$ cat config.mk
export PLATFORM = sky130hd
export DESIGN_NAME = occupancy_light_ctrl
export DESIGN_NICKNAME = d
export VERILOG_FILES = /design/src/rtl/occupancy_light_ctrl.sv
export SDC_FILE = /design/constraint.sdc
export NUM_CORES = 1
export LEC_CHECK = 0
export ABC_AREA = 1
export CAP_MARGIN = 20
export CELL_PAD_IN_SITES_DETAIL_PLACEMENT = 1
export CELL_PAD_IN_SITES_GLOBAL_PLACEMENT = 1
export CORE_ASPECT_RATIO = 1.4
export CORE_MARGIN = 3
export CORE_UTILIZATION = 30
export DETAILED_ROUTE_END_ITERATION = 6
export GPL_TIMING_DRIVEN = 0
export HOLD_SLACK_MARGIN = 0.12
export PLACE_DENSITY = 0.63
export SYNTH_ARGS = -nofsm -noshare
export SYNTH_HDL_FRONTEND = slang
export SYNTH_SLANG_ARGS = --single-unit
$ cat constraint.sdc
create_clock -name clk -period 2.1 [get_ports clk]
set_input_delay 0.42 -clock clk [delete_from_list [all_inputs] [get_ports clk]]
set_output_delay 0.42 -clock clk [all_outputs]
set_load 0.05 [all_outputs]
$ cat src/rtl/occupancy_light_ctrl.sv
// occupancy_light_ctrl: per-zone debounced movement/dark gate with hold-timer FSM.
// Define OCCUPANCY_MANUAL_OVERRIDE_EN to add a synchronised per-zone force_on input.
module occupancy_light_ctrl #(
  parameter int NUM_ZONES       = 4,
  parameter int DEBOUNCE_CYCLES = 4,
  parameter int HOLD_CYCLES     = 1000,
  localparam int CW = $clog2(NUM_ZONES + 1),
  localparam int DW = (DEBOUNCE_CYCLES > 1) ? $clog2(DEBOUNCE_CYCLES) : 1,
  localparam int TW = $clog2(HOLD_CYCLES + 1)
) (
  input  logic                 clk,
  input  logic                 rst_n,
  input  logic [NUM_ZONES-1:0] movement,
  input  logic                 dark,
`ifdef OCCUPANCY_MANUAL_OVERRIDE_EN
  input  logic [NUM_ZONES-1:0] force_on,
`endif
  output logic [NUM_ZONES-1:0] auto_light,
  output logic [NUM_ZONES-1:0] timeout,
  output logic [CW-1:0]        occupied_count,
  output logic                 any_light
);

  localparam int NB = NUM_ZONES + 1;
  localparam logic [DW-1:0] DLAST = DW'(DEBOUNCE_CYCLES - 1);
  localparam logic [TW-1:0] HLOAD = TW'(HOLD_CYCLES - 1);

  typedef enum logic [1:0] {
    OFF  = 2'd0,
    ON   = 2'd1,
    HOLD = 2'd2
  } state_t;

  logic [NB-1:0] raw, s1, s2, db;
  logic [DW-1:0] dcnt [NB];
  logic [NUM_ZONES-1:0] mov_db;
  logic dark_db;

  state_t state [NUM_ZONES];
  state_t nxt [NUM_ZONES];
  logic [TW-1:0] timer [NUM_ZONES];
  logic [TW-1:0] timer_nxt [NUM_ZONES];

  logic [NUM_ZONES-1:0] light_q;
  logic [CW-1:0] cnt_nxt;

  assign raw = {dark, movement};
  assign mov_db = db[NUM_ZONES-1:0];
  assign dark_db = db[NUM_ZONES];

  // Bit NUM_ZONES of every vector here is the shared dark sensor.
  always_ff @(posedge clk or negedge rst_n) begin
    if (!rst_n) begin
      s1 <= '0;
      s2 <= '0;
      db <= '0;
      for (int i = 0; i < NB; i++) dcnt[i] <= '0;
    end else begin
      s1 <= raw;
      s2 <= s1;
      for (int i = 0; i < NB; i++) begin
        if (s2[i] == db[i]) begin
          dcnt[i] <= '0;
        end else if (dcnt[i] == DLAST) begin
          db[i]   <= s2[i];
          dcnt[i] <= '0;
        end else begin
          dcnt[i] <= dcnt[i] + 1'b1;
        end
      end
    end
  end

`ifdef OCCUPANCY_MANUAL_OVERRIDE_EN
  logic [NUM_ZONES-1:0] f1, frc, frc_q;

  always_ff @(posedge clk or negedge rst_n) begin
    if (!rst_n) begin
      f1    <= '0;
      frc   <= '0;
      frc_q <= '0;
    end else begin
      f1    <= force_on;
      frc   <= f1;
      frc_q <= frc;
    end
  end
`endif

  always_ff @(posedge clk or negedge rst_n) begin
    if (!rst_n) begin
      for (int i = 0; i < NUM_ZONES; i++) begin
        state[i] <= OFF;
        timer[i] <= '0;
      end
    end else begin
      state <= nxt;
      timer <= timer_nxt;
    end
  end

  always_comb begin
    for (int i = 0; i < NUM_ZONES; i++) begin
      nxt[i]       = state[i];
      timer_nxt[i] = timer[i];
      unique case (state[i])
        OFF: begin
          if (mov_db[i] && dark_db) nxt[i] = ON;
        end
        ON: begin
          if (!mov_db[i]) begin
            nxt[i]       = HOLD;
            timer_nxt[i] = HLOAD;
          end
        end
        HOLD: begin
          // Retrigger beats expiry, so no pulse when both coincide.
          if (mov_db[i]) begin
            nxt[i] = ON;
          end else if (timer[i] == '0) begin
            nxt[i] = OFF;
          end else begin
            timer_nxt[i] = timer[i] - 1'b1;
          end
        end
        default: nxt[i] = OFF;
      endcase
`ifdef OCCUPANCY_MANUAL_OVERRIDE_EN
      if (frc[i]) begin
        nxt[i]       = ON;
        timer_nxt[i] = timer[i];
      end else if (frc_q[i] && state[i] == ON) begin
        nxt[i]       = HOLD;
        timer_nxt[i] = HLOAD;
      end
`endif
    end
  end

  always_comb begin
    for (int i = 0; i < NUM_ZONES; i++) begin
      timeout[i] = (state[i] == HOLD) && (nxt[i] == OFF);
    end
  end

  always_comb begin
    cnt_nxt = '0;
    for (int i = 0; i < NUM_ZONES; i++) begin
      cnt_nxt = cnt_nxt + CW'(light_q[i]);
    end
  end

  // Light follows the next state so it lands on the same edge as the FSM.
  always_ff @(posedge clk or negedge rst_n) begin
    if (!rst_n) begin
      light_q        <= '0;
      occupied_count <= '0;
      any_light      <= 1'b0;
    end else begin
      for (int i = 0; i < NUM_ZONES; i++) begin
        light_q[i] <= (nxt[i] != OFF);
      end
      occupied_count <= cnt_nxt;
      any_light      <= |light_q;
    end
  end

  assign auto_light = light_q;

endmodule

After elaboration in Yosys (flattened, before gate mapping) --
Cells that the tools add are included.
Storage, ports and cells: register bits 81, input bits 7, output and inout bits 12, word-level logic and storage cells 154
Cells by class: $add $sub $neg 12, equal/unequal tests 30, mux-type cells 46, bitwise operators 5, reductions and logical operators 38
Operator list (number):
- 10-bit 2-to-1 mux | 12
- 10-bit case mux with 2 select lines | 4
- 2-bit 2-to-1 mux | 26
- 10-bit zero test | 4
- 10-bit by 1-bit subtractor with 10-bit output (second input constant) | 4
- 2-bit inequality test (second input constant) | 12
- 2-bit case mux with 3 select lines | 4
- 2-bit equality test (second input constant) | 9
- 2-bit zero test | 8
- 4-bit AND reduction | 4
- 2-bit nonzero test | 8
- 2-bit by 1-bit adder with 2-bit output (second input constant) | 5
- 2-bit AND reduction | 5
- 2-bit by 1-bit equality test with 1-bit output (second input constant) | 4
- 1-bit logical AND | 8
- 1-bit equality test | 5
- 1-bit inverter | 5
- 4-bit OR reduction | 1
- 2-bit by 1-bit adder with 3-bit output | 1
- 3-bit by 1-bit adder with 3-bit output | 1
- 1-bit by 1-bit adder with 2-bit output | 1

Logic depth before layout (Yosys ltp) --
depth in word-level cells 6, gate-level depth with buffers 10

Worst setup path after synthesis --
OpenSTA, ideal clock, no wires.
kind reg2out, from register timer[30] in the netlist's numbering, to output port timeout[0], arrival 2.086 ns, path slack -0.406 ns, stages on the path, launching flop included 7, cell sequence dfrtp_1 -> inv_1 -> ha_1 -> nand2_1 -> nor2_2 -> nand3_1 -> nor3_1
On the way: cells in the longest elaborated chain, start to end 6
RTL lines:
- from (decl) | line 41 | logic [TW-1:0] timer [NUM_ZONES];
- from (signal assigned) | line 98 | timer <= timer_nxt;
- 10-bit zero test | line 120 | end else if (timer[i] == '0) begin
- 2-bit 2-to-1 mux | line 120
- 2-bit 2-to-1 mux | line 118 | if (mov_db[i]) begin
- 2-bit case mux with 3 select lines | line 106 | unique case (state[i])
- 2-bit zero test | line 142 | timeout[i] = (state[i] == HOLD) && (nxt[i] == OFF);
- 1-bit logical AND | line 142
- to (decl) | line 19 | output logic [NUM_ZONES-1:0] timeout,
Every way passes these cells.

Worst setup path in the final report --
from register timer[27] in the netlist's numbering, to output port timeout[1]
Same word-level chain as after synthesis.

==> flow_summary.yaml <==
status:
  outcome: "finished, violations left"
  failed_checks: "negative setup slack"
floorplanning:
  row_count: 50
  coreArea_um2: 13500
  initial_core_util_pct: 30.8
  die_y_um: 145
  io_pins: 19
  die-width_um: 105
  dieArea_um2: 15300
clocking:
  cts.reportedPaths.clkPinSlew_ns: 0.06
  cts_buffers: 9
  cts_sinks: 81
  tritoncts: "done"
  htreeDepth: 3
  clock_tree.buffer_depth: 2
  cts-root-buf: "clkbuf_16"
  insertion_delay_ns: 0.34
logic_synthesis:
  synth_ff_type: "dfrtp_1"
  synth.distinct_cells: 31
  ys_warn_count: 0
  synth_cells: 523
  synth.avg_cell_area_um2: 7.93
  ys_async_sr_fraction_pct: 100
  synth_edf_count: 0
  ys_ff_latch: 81
  synth.cell_area_um2: 4150
  syn-num-nets: 545
  seq_area_frac_synth_pct: 48.9
setup_path:
  cp_max_fo: 3
  crit_arrival_ns: 1.69
  r2r_end: "timer[33]"
  r2r-start: "timer[30]"
  end_kind: "output port"
  start_kind: "flip-flop"
  reg2reg_slack_ns: 0.42
  critPathKind: "flip-flop to output port"
  r2r_cells: 11
  critPathRequiredTime_ns: 1.68
sta:
  worst_pin_slew_ns: 0.515
  layout_min_cycle_time_ns: 2.11
  grt_setup_unrepaired: "true"
  fmax_mhz: 473
  fin_crit_sh_pct: 101
  hold_viol_final: 0
  setup_viol: 1
  setup_ws_ns: -0.0132
  slew_violations: 0
  finalClockSkew_ns: 0.00926
  slew_headroom_pct: 65.7
global_routing:
  grt_overflow: 0
  gr-usage-all-layers_pct: 14.7
  grt_max_degree: 70
  grt_pass1_wl_mm: 18.5
  antenna_found_initial: 0
  grt_pass1_vias: 3953
layout:
  diodes: 0
  final_cells: 788
  drive_gt1_share_pct: 23.1
  finalInstanceArea_um2: 5450
  multiInputGateArea_um2: 1980
  syn_to_final_growth_pct: 31.3
  final_nets: 623
  seq_area_um2: 2030
  fillers: 1608
placed_design:
  dp_cells: 724
  placedInstanceArea_um2: 4590
  place_ws_ns: -0.624
  hpwl_mm: 6.85
  io_buffers: 18
  place.gp.congestion: 0.738
power:
  power_density_nw_per_um2: 1660
  ir_drop_v: 0.000472
  leakage_uw: 0.00269
job:
  drv_cap: 0
detailed_routing:
  postRouteAntennaNets: 0
  drc: 0
  num_vias: 3639
  first_iter_violations: 78
  avgViaCountPerCell: 4.62
  wl_mm: 10.6
  drtPass1Iterations: 4
  wire_per_inst_um: 13.4
worst_hold_path:
  hp-class: "flip-flop to flip-flop"
  min_to: "s2[4]"
  holdCritStartpoint: "s1[4]"
  hold_depth: 0
## worst max-delay path: stages, from the launching register on
cell     delay [ns]
dfrtp_1        0.40
nor2_2         0.15
nand2_2        0.08
nor3_4         0.20
nand2_1        0.11
nand2_2        0.12
nand3_4        0.08
inv_2          0.07
buf_8          0.14
## power breakdown
part           internal (uW)  leakage [uW]  switching [uW]
combinational           1870       0.00154            2750
clock                    956      0.000149             666
sequential              2210      0.000995             567
## logic make-up (layout without fill, tap and decap cells)
logic type                 count (synthesis)  in the layout  synth area share (%)
and+or+nand+nor                          308            308                  32.3
DFF                                       81             81                  48.9
buffers and inverters                     79            162                  7.93
AOI/OAI and AO/OA                         28             28                  3.59
adders and majority gates                 15             15                  4.71
xor gates and xnor gates                  11             11                  2.32
muxes                                      1              1                 0.271
## synthesized netlist by cell type (2+ instances only)
| cell type | n | share of area [%] |
|---|---|---|
| a21oi_1 | 2 | 0.24 |
| buf_6 | 3 | 0.81 |
| dfrtp_1 | 81 | 49 |
| ha_1 | 14 | 4.2 |
| inv_1 | 64 | 5.8 |
| inv_2 | 8 | 0.72 |
| nand2_1 | 160 | 14 |
| nand2_2 | 2 | 0.30 |
| nand3_1 | 53 | 6.4 |
| nand3_2 | 2 | 0.48 |
| nand3b_1 | 3 | 0.54 |
| nand4_1 | 6 | 0.91 |
| nor2_1 | 60 | 5.4 |
| nor2_2 | 4 | 0.60 |
| nor2_4 | 3 | 0.81 |
| nor3_1 | 9 | 1.1 |
| o21ai_0 | 17 | 2.1 |
| o21ai_1 | 7 | 0.84 |
| or2_2 | 4 | 0.60 |
| xnor2_1 | 5 | 1.1 |
| xor2_1 | 6 | 1.3 |
## worst max path at each step
stage	slack, ns	cells after the start	start	end
floorplan	0.01	6	timer[30]	timeout[0]
global placement	-2.49	1	rst_n	timer[28]
detailed placement	-0.62	10	timer[10]	timeout[2]
CTS	-0.02	7	timer[30]	timeout[0]
global route	-0.12	8	timer[23]	timeout[1]
finish	-0.01	8	timer[27]	timeout[1]
## final cells by class
cell class                 instances  area share, %
buffer                             4          0.505
clock buffer                      10           4.39
clock inverter                     6           1.19
inverter                          73           5.12
multi-input combinational        363           36.4
sequential                        81           37.2
tap                              182           4.18
timing repair buffer              69           10.9
## metal layers
metal,vias to the layer above,routed length (um),GRT usage [%]
met5,-,0,0
met4,0,232,5.65
met3,19,187,2.23
met2,35,5690,26.7
met1,1796,4460,17.1
li1,1789,-,-
## flip-flops by register name (all words and copies together), names as in the netlist
signal          flops
timer              40
dcnt               10
state               8
db                  5
s1                  5
s2                  5
auto_light          4
occupied_count      3
any_light           1
## what timing repair did
| action | in CTS | in global routing |
|---|---|---|
| resized for setup | 71 | 13 |
| hold buffers | 1 | 0 |
| setup endpoints to repair | 4 | 4 |
| hold endpoints to repair | 12 | 0 |
| setup buffers | 31 | 18 |
| pin swaps | 15 | 14 |
## placed cells by master, fill, tap and decap left out, drive strengths merged
master and n:
nor2 67, fa 1, clkinv 3, xor2 6, clkdlybuf4s50 13, nor3 10
bufinv 1, clkinvlp 1, xnor2 5, or2 4, nand3 55, mux2 1
nand4 6, a21oi 3, o211a 1, buf 58, o21ai 24, clkbuf 11
inv 74, nand2 163, nand3b 3, dfrtp 81, dlygate4sd3 1, ha 14
## through the flow
stage               hold slack (ns)  total power, uW  setup TNS [ns]  utilization (%)
floorplan                     0.124             5380               0                -
global placement              0.334             6250         -202.91             33.9
detailed placement            0.298             6430           -2.30             34.1
CTS                           0.348             8830         -0.0244             39.4
global route                  0.366             9880          -0.179             40.5
finish                        0.349             9020         -0.0132             40.5
(Power assumes the default switching activity.)
==> patch: new RTL, config.mk and constraints unchanged <==
Add a define of `OCCUPANCY_MANUAL_OVERRIDE_EN`.
--- a/src/rtl/occupancy_light_ctrl.sv
+++ b/src/rtl/occupancy_light_ctrl.sv
@@ -1,4 +1,6 @@
 // occupancy_light_ctrl: per-zone debounced movement/dark gate with hold-timer FSM.
 // Define OCCUPANCY_MANUAL_OVERRIDE_EN to add a synchronised per-zone force_on input.
+`define OCCUPANCY_MANUAL_OVERRIDE_EN
+
 module occupancy_light_ctrl #(
   parameter int NUM_ZONES       = 4,
Interface: changed (added force_on); port bits go from 19 to 23. No check against the original RTL was run, so the function may have changed too.
==> patch against the unedited design <==
  * The flow still finishes with violations (setup timing)
  * Area after synthesis is 14% higher
  * Combinational power is 19% lower
  * Design area is 15% higher
  * Total power is 13% lower
  * Worst setup slack worse by 230 ps
  * Worst hold slack better by 2.2 ps
  * Critical endpoint unchanged
  * Wire length is 13% higher
  * Sequential cell count is 12 higher
==> patch: results <==
# TYPE chip_impl_metric gauge
chip_impl_info{name="run_status",value="complete, but fails checks"} 1
chip_impl_info{name="violations",value="setup timing"} 1
chip_impl_metric{name="dp.cells",unit=""} 785
chip_impl_metric{name="setup-violations-final",unit=""} 4
chip_impl_metric{name="clk_share",unit="%"} 4.50
chip_impl_metric{name="avgViaCountPerCell",unit=""} 4.78
chip_impl_metric{name="design_area",unit="mm2"} 0.00626
chip_impl_metric{name="timing.critical_path.arrival",unit="ps"} 1930
chip_impl_metric{name="grt_max_degree",unit=""} 50
chip_impl_metric{name="filler_cell_count",unit=""} 1788
chip_impl_metric{name="finalSetupTns",unit="ps"} -911
chip_impl_metric{name="finalNetCount",unit=""} 699
chip_impl_metric{name="grtUsageMet2",unit="%"} 26.9
chip_impl_metric{name="avgRoutedWirePerCell",unit="um"} 14.0
chip_impl_metric{name="grt_pass1_wl",unit="um"} 20400
chip_impl_metric{name="hold_ws",unit="ps"} 351
chip_impl_metric{name="num-multi-input-gates",unit=""} 385
chip_impl_metric{name="final_period_minus_worst_setup_slack",unit="ps"} 2350
chip_impl_info{name="min_to",value="s2[3]"} 1
chip_impl_metric{name="area_share_nonclk_buffers",unit="%"} 11.7
chip_impl_info{name="timing.rr.start",value="state[1]"} 1
chip_impl_metric{name="worst_slack",unit="ps"} -246
chip_impl_metric{name="post_cts_resize_count",unit=""} 87
chip_impl_metric{name="post-layout-total-power",unit="W"} 0.00787
chip_impl_info{name="synth_commonest_cells",value="sky130_fd_sc_hd__nand2_1, sky130_fd_sc_hd__dfrtp_1, sky130_fd_sc_hd__inv_1"} 1
chip_impl_metric{name="m1WireLength",unit="um"} 4780
chip_impl_metric{name="mean_instance_size_in_the_synthesized_netlist",unit="um2"} 8.27
chip_impl_metric{name="placed_cell_area",unit="mm2"} 0.00522
chip_impl_info{name="crit_path_start",value="timer[20]"} 1
chip_impl_metric{name="timing_worst_slew_pin_value",unit="ps"} 640
chip_impl_info{name="rr_endpoint",value="state[1]"} 1
chip_impl_metric{name="total_leakage_power",unit="nW"} 3.01
chip_impl_metric{name="route.vias.total",unit=""} 4079
chip_impl_metric{name="synth_sequential_area_ratio",unit="%"} 49.4
chip_impl_metric{name="yosys.area_share.xor_xnor",unit="%"} 1.67
chip_impl_info{name="synthTopCellsByArea",value="sky130_fd_sc_hd__dfrtp_1, sky130_fd_sc_hd__nand2_1, sky130_fd_sc_hd__ha_1"} 1
chip_impl_metric{name="routabilityCongestion",unit=""} 0.825
chip_impl_metric{name="cts.sinks",unit=""} 93
chip_impl_metric{name="vias_in_the_first_global_route",unit=""} 4468
chip_impl_metric{name="skew",unit="ps"} 4.73
[patch: cell types whose count changed in the layout (fill, tap and decap cells not counted), sizes merged, moves of 4 or more]
cell           change
a21oi             +17
ha                +14
a31oi              +6
or2                -4
dfrtp             +12
buf                +7
nand2             -25
nand4              +7
clkdlybuf4s50      +4
nand3             -11
inv               +13
o21ai             +11
[patch: worst max-delay path, cell delays in order, from the launching register on]
cell	delay, ps
sky130_fd_sc_hd__dfrtp_1	400
sky130_fd_sc_hd__inv_2	80
sky130_fd_sc_hd__ha_4	140
sky130_fd_sc_hd__nand2_4	50
sky130_fd_sc_hd__nor2_4	100
sky130_fd_sc_hd__nand2_2	70
sky130_fd_sc_hd__nand3_1	70
sky130_fd_sc_hd__nand2_1	60
sky130_fd_sc_hd__a21oi_2	210
sky130_fd_sc_hd__nand3_4	110
sky130_fd_sc_hd__nor2_4	120
sky130_fd_sc_hd__buf_8	150
